[config.mk]
export PLATFORM = sky130hd
export DESIGN_NAME = rf_write_arbiter_flat
export DESIGN_NICKNAME = d
export VERILOG_FILES = /design/src/rtl/rf_write_arbiter_if.sv /design/src/rtl/rf_write_arbiter.sv /design/src/flat_wrapper.sv
export SDC_FILE = /design/constraint.sdc
export NUM_CORES = 1
export LEC_CHECK = 0
export ABC_AREA = 1
export BUFFER_PORTS_ARGS = -buffer_cell sky130_fd_sc_hd__buf_2
export CAP_MARGIN = 0
export CORE_MARGIN = 8
export CORE_UTILIZATION = 45
export DETAILED_ROUTE_END_ITERATION = 8
export PLACE_DENSITY = 0.81
export SLEW_MARGIN = 20
export SYNTH_ARGS = -nofsm -noshare
export SYNTH_HDL_FRONTEND = slang
export SYNTH_SLANG_ARGS = --single-unit
[constraint.sdc]
create_clock -name clock -period 1.2 [get_ports clock]
set_input_delay 0.3 -clock clock [delete_from_list [all_inputs] [get_ports clock]]
set_output_delay 0.3 -clock clock [all_outputs]
set_load 0.01 [all_outputs]
[src/rtl/rf_write_arbiter_if.sv]
// Write-port bus between the requesters / sweep command and the
// register-file write arbiter.
//   master : requester side (drives req/reg/data, zero_req; sees acks, port)
//   slave  : arbiter side   (samples requests; drives acks, busy, write port)
interface rf_write_arbiter_if #(
  parameter int DATA_W = 8,
  parameter int ADDR_W = 2
);
  logic              req_a;
  logic [ADDR_W-1:0] reg_a;
  logic [DATA_W-1:0] data_a;
  logic              ack_a;

  logic              req_b;
  logic [ADDR_W-1:0] reg_b;
  logic [DATA_W-1:0] data_b;
  logic              ack_b;

  logic              zero_req;
  logic              busy;

  logic [ADDR_W-1:0] write_reg;
  logic [DATA_W-1:0] write_data;
  logic              ctrl_regwrite;

  modport master (
    output req_a, reg_a, data_a,
    output req_b, reg_b, data_b,
    output zero_req,
    input  ack_a, ack_b, busy,
    input  write_reg, write_data, ctrl_regwrite
  );

  modport slave (
    input  req_a, reg_a, data_a,
    input  req_b, reg_b, data_b,
    input  zero_req,
    output ack_a, ack_b, busy,
    output write_reg, write_data, ctrl_regwrite
  );
endinterface

[src/rtl/rf_write_arbiter.sv]
// Round-robin arbiter sharing the single register-file write port between
// requesters A and B, plus a zero-sweep sequencer that clears every register
// one per cycle on zero_req. All bus outputs are registered.
//   clock : system clock (posedge)
//   clear : synchronous active-high reset
//   bus   : slave side of rf_write_arbiter_if (requests in; acks, busy and
//           the write port out)
module rf_write_arbiter #(
  parameter int DATA_W = 8,
  parameter int ADDR_W = 2
) (
  input  logic             clock,
  input  logic             clear,
  rf_write_arbiter_if.slave bus
);

  typedef enum logic {ST_ARB, ST_SWEEP} state_t;
  typedef enum logic {PTR_A, PTR_B}     ptr_t;

  state_t            state_q, state_d;
  ptr_t              ptr_q,   ptr_d;
  logic [ADDR_W-1:0] cnt_q,   cnt_d;

  logic              ack_a_q, ack_a_d;
  logic              ack_b_q, ack_b_d;
  logic              busy_q,  busy_d;
  logic              we_q,    we_d;
  logic [ADDR_W-1:0] wreg_q,  wreg_d;
  logic [DATA_W-1:0] wdata_q, wdata_d;

  logic              elig_a, elig_b;
  logic              grant_a, grant_b;

  always_comb begin
    // A request whose ack is currently showing is the one just served;
    // masking it stops a held request from being granted twice.
    elig_a  = bus.req_a & ~ack_a_q;
    elig_b  = bus.req_b & ~ack_b_q;
    grant_a = elig_a & (~elig_b | (ptr_q == PTR_A));
    grant_b = elig_b & ~grant_a;
  end

  always_comb begin
    state_d = state_q;
    ptr_d   = ptr_q;
    cnt_d   = cnt_q;
    ack_a_d = 1'b0;
    ack_b_d = 1'b0;
    busy_d  = 1'b0;
    we_d    = 1'b0;
    wreg_d  = wreg_q;
    wdata_d = wdata_q;

    unique case (state_q)
      ST_ARB: begin
        if (bus.zero_req) begin
          // First sweep write (register 0) goes out on the entry edge.
          state_d = ST_SWEEP;
          we_d    = 1'b1;
          busy_d  = 1'b1;
          wreg_d  = '0;
          wdata_d = '0;
          cnt_d   = ADDR_W'(1);
        end else if (grant_a) begin
          we_d    = 1'b1;
          ack_a_d = 1'b1;
          wreg_d  = bus.reg_a;
          wdata_d = bus.data_a;
          ptr_d   = PTR_B;
        end else if (grant_b) begin
          we_d    = 1'b1;
          ack_b_d = 1'b1;
          wreg_d  = bus.reg_b;
          wdata_d = bus.data_b;
          ptr_d   = PTR_A;
        end
      end

      ST_SWEEP: begin
        we_d    = 1'b1;
        busy_d  = 1'b1;
        wreg_d  = cnt_q;
        wdata_d = '0;
        cnt_d   = cnt_q + ADDR_W'(1);
        if (cnt_q == '1) begin
          state_d = ST_ARB;
        end
      end
    endcase
  end

  always_ff @(posedge clock) begin
    if (clear) begin
      state_q <= ST_ARB;
      ptr_q   <= PTR_A;
      cnt_q   <= '0;
      ack_a_q <= 1'b0;
      ack_b_q <= 1'b0;
      busy_q  <= 1'b0;
      we_q    <= 1'b0;
      wreg_q  <= '0;
      wdata_q <= '0;
    end else begin
      state_q <= state_d;
      ptr_q   <= ptr_d;
      cnt_q   <= cnt_d;
      ack_a_q <= ack_a_d;
      ack_b_q <= ack_b_d;
      busy_q  <= busy_d;
      we_q    <= we_d;
      wreg_q  <= wreg_d;
      wdata_q <= wdata_d;
    end
  end

  assign bus.ack_a         = ack_a_q;
  assign bus.ack_b         = ack_b_q;
  assign bus.busy          = busy_q;
  assign bus.ctrl_regwrite = we_q;
  assign bus.write_reg     = wreg_q;
  assign bus.write_data    = wdata_q;

  ack_sanity: assert property (@(posedge clock) disable iff (clear)
    !(ack_a_q && ack_b_q) && (!(ack_a_q || ack_b_q) || we_q));

endmodule

[src/flat_wrapper.sv]
// flat-port wrapper written by rule: the top's interface ports become plain ports
module rf_write_arbiter_flat 
#(
  parameter int DATA_W = 8,
  parameter int ADDR_W = 2
)
  (clock, clear, bus_req_a, bus_reg_a, bus_data_a, bus_req_b, bus_reg_b, bus_data_b, bus_zero_req, bus_ack_a, bus_ack_b, bus_busy, bus_write_reg, bus_write_data, bus_ctrl_regwrite);
  rf_write_arbiter_if #(.DATA_W(DATA_W), .ADDR_W(ADDR_W)) bus_i ();
  input  logic clock;
  input  logic clear;
  input wire logic [$bits(bus_i.req_a)-1:0] bus_req_a;
  input wire logic [$bits(bus_i.reg_a)-1:0] bus_reg_a;
  input wire logic [$bits(bus_i.data_a)-1:0] bus_data_a;
  input wire logic [$bits(bus_i.req_b)-1:0] bus_req_b;
  input wire logic [$bits(bus_i.reg_b)-1:0] bus_reg_b;
  input wire logic [$bits(bus_i.data_b)-1:0] bus_data_b;
  input wire logic [$bits(bus_i.zero_req)-1:0] bus_zero_req;
  output wire logic [$bits(bus_i.ack_a)-1:0] bus_ack_a;
  output wire logic [$bits(bus_i.ack_b)-1:0] bus_ack_b;
  output wire logic [$bits(bus_i.busy)-1:0] bus_busy;
  output wire logic [$bits(bus_i.write_reg)-1:0] bus_write_reg;
  output wire logic [$bits(bus_i.write_data)-1:0] bus_write_data;
  output wire logic [$bits(bus_i.ctrl_regwrite)-1:0] bus_ctrl_regwrite;
  assign bus_i.req_a = bus_req_a;
  assign bus_i.reg_a = bus_reg_a;
  assign bus_i.data_a = bus_data_a;
  assign bus_i.req_b = bus_req_b;
  assign bus_i.reg_b = bus_reg_b;
  assign bus_i.data_b = bus_data_b;
  assign bus_i.zero_req = bus_zero_req;
  assign bus_ack_a = bus_i.ack_a;
  assign bus_ack_b = bus_i.ack_b;
  assign bus_busy = bus_i.busy;
  assign bus_write_reg = bus_i.write_reg;
  assign bus_write_data = bus_i.write_data;
  assign bus_ctrl_regwrite = bus_i.ctrl_regwrite;
  rf_write_arbiter #(.DATA_W(DATA_W), .ADDR_W(ADDR_W)) u_core (.clock(clock), .clear(clear), .bus(bus_i));
endmodule
==> out/metrics.cfg <==
[run_status]
outcome = complete, no violations

[sta]
setup_total_negative_slack_ps = 0
fin_crit_share_pct = 95.4
timing.clock.skew_ps = 9.91
slew-limit-headroom_pct = 82.5
final-setup-viol-count = 0
slew_viols_final = 0
rsz_0062_raised_after_global_routing = yes
timing.fmax_mhz = 873
worst_pin_slew_ps = 262
fin_crit_period_ps = 1150
finalHoldViolCount = 0

[pwr]
p_leak_nw = 0.642
sw_frac_of_total_pct = 27.4
power_density_mw_per_mm2 = 1080
internal_power_mw = 0.931
power.share.combinational_pct = 20.7
power.sequential.fraction_pct = 50.8
clock_power_share_pct = 28.6
irDropWorstVdd_v = 0.000690
switchingPower_mw = 0.351

[worst_setup_path]
critPathLaunchType = flop
endpoint_kind = flop
critical_path.max_fanout = 9
criticalPathCategory = flop to flop
timing.critical_path.arrival_ps = 1360
required_ps = 1420

[clocking]
clock_buffer_count_from_cts = 3
postCtsSetupRepairBufs = 0
clock_latency_ps = 290
cts.path.max_buffers = 2
cts_root_buf = clkbuf_4
cts.htree.levels = 1
tritoncts = done
clk_transition_reported_paths_ps = 110
cts_num_sinks = 18

[synthesis]
synth-seq-cells = 18
syn_area_per_cell_um2 = 6.94
biggest_area_contributors_in_the_synthesized_netlist = dfxtp_1 (41%), nand3_1 (12%), inv_1 (11%)
synth_area_leader_cell = dfxtp_1
syn_inst = 128
post-synth-top-count-cell = inv_1
netlist_top_cells_count = inv_1 (27), nand3_1 (22), nand2_1 (21), dfxtp_1 (18), a21oi_1 (12)
synth_top_flop_cell = dfxtp_1
yosys.cell_types.count = 19
postSynth.asyncResetShare_pct = 0
yosysSeqAreaShare_pct = 40.6
yosys.area.top_type_share_pct = 40.6
netlist_area_um2 = 888
number_of_enable_type_register_cells_in_the_synthesized_netlist = 0
yosys_warnings = 0
syn_nets = 154

[layout]
areaGrowthSynthToFinish_pct = 33.4
num_antenna_cells = 0
nets = 199
largest_reg_flops = 8
fin_util_pct = 62.3
final_layout_size_suffix_gt1_share_pct = 32.6

[placed_design]
place_hpwl_um = 1850
gpl.final_weighted_congestion = 0.788
io_buffers = 38

[grt]
grt_antenna_before_repair = 0
grt_first_pass_wirelength_um = 3850
grt_overflow = 0
grt_max_degree = 14
grt_pass1_vias = 931
grtUsageTotal_pct = 13.6

[die]
initial_core_utilization_pct = 46.7
floorplan.core_area_mm2 = 0.00190
floorplan.die_area_mm2 = 0.00365
die_width_um = 60.4
placementRows = 16
die_height_um = 60.4
io_pins = 39

[route]
finalWirelength_um = 2370
dr.first_iter.drc_count = 10
ant_nets = 0
wl_per_cell_um = 11.9
post_drt_via_cell_ratio = 4.89
drt_pass1_iterations = 4
vias = 974
detail_route.drc_violations = 0

[flow_run]
maxCapViolations = 0

[hold_path]
hold_class = input port to flop

-- layout make-up --
class                      count  area (um^2)
timing repair buffer          46          250
multi-input combinational     76          399
sequential                    18          360
fill                         181          717
clock buffer                   4         36.3
inverter                      28          105
tap                           27         33.8
-- layout by cell type, fill, tap and decap left out, drive strengths merged --
master and count:
a211oi 1, a21oi 13, buf 46, clkbuf 4, dfxtp 18, ha 1
inv 28, nand2 22, nand3 22, nand4 8, nor2 4, nor3b 1
o21ai 3, o22ai 1
-- what timing repair did --
item	4_1_cts	5_1_grt
endpoints found under the setup margin	0	11
hold buffers	0	0
gates resized for setup	0	2
-- worst max-delay path: stages (launching register included) --
cell and delay [ps]:
dfxtp_1 340, inv_1 60, nand2_2 100, a21oi_4 290, nand3_1 130, a21oi_1 140
-- layer usage --
layer	GRT usage, %	share of wire (%)	up-vias
li1	-	-	502
met1	15.7	44	444
met2	23.0	50	26
met3	4.03	5.6	2
met4	4.98	0.42	0
met5	0	0	-
-- cell families after synthesis --
kind of cell | count (synthesis) | share of synthesized area (%)
adder cells (fa/ha/maj) | 1 | 1.41
AO/OA/AOI/OAI | 18 | 11.8
flip-flops | 18 | 40.6
AND/OR/NAND/NOR | 57 | 31.0
buffers and inverters | 34 | 15.2
-- worst paths after layout --
check                               startpoint                               endpoint  slack, ps  cells past startpoint
setup / recovery   u_core.bus.ack_a$_SDFF_PP0_  u_core.bus.write_data[0]$_SDFFE_PP0P_         50                      5
hold / removal                           clear    u_core.bus.ctrl_regwrite$_SDFF_PP0_        340                      4
setup reg to reg   u_core.bus.ack_a$_SDFF_PP0_  u_core.bus.write_data[0]$_SDFFE_PP0P_         50                      5
hold reg to reg   u_core.cnt_q[1]$_SDFFE_PP0P_           u_core.cnt_q[1]$_SDFFE_PP0P_        490                      2
-- power by group through the flow --
stage | clock [mW] | sequential, mW | combinational [mW]
6_report | 0.366 | 0.650 | 0.265
5_1_grt | 0.424 | 0.655 | 0.294
4_1_cts | 0.385 | 0.650 | 0.264
3_5_place_dp | 0 | 0.664 | 0.263
3_3_place_gp | 0 | 0.663 | 0.255
2_1_floorplan | 0 | 0.676 | 0.138
-- stage by stage --
stage	hold slack (ps)	instances	total power [mW]	area [um^2]	setup slack, ps
after floorplan	378	128	0.814	888	69.4
after global placement	465	195	0.918	1140	-15.7
after detailed placement	471	195	0.926	1140	-52.1
after CTS	323	199	1.30	1180	24.6
after global routing	337	199	1.37	1180	-23.9
final	343	199	1.28	1180	54.7
Note: power is estimated with default switching activity, not from simulation.
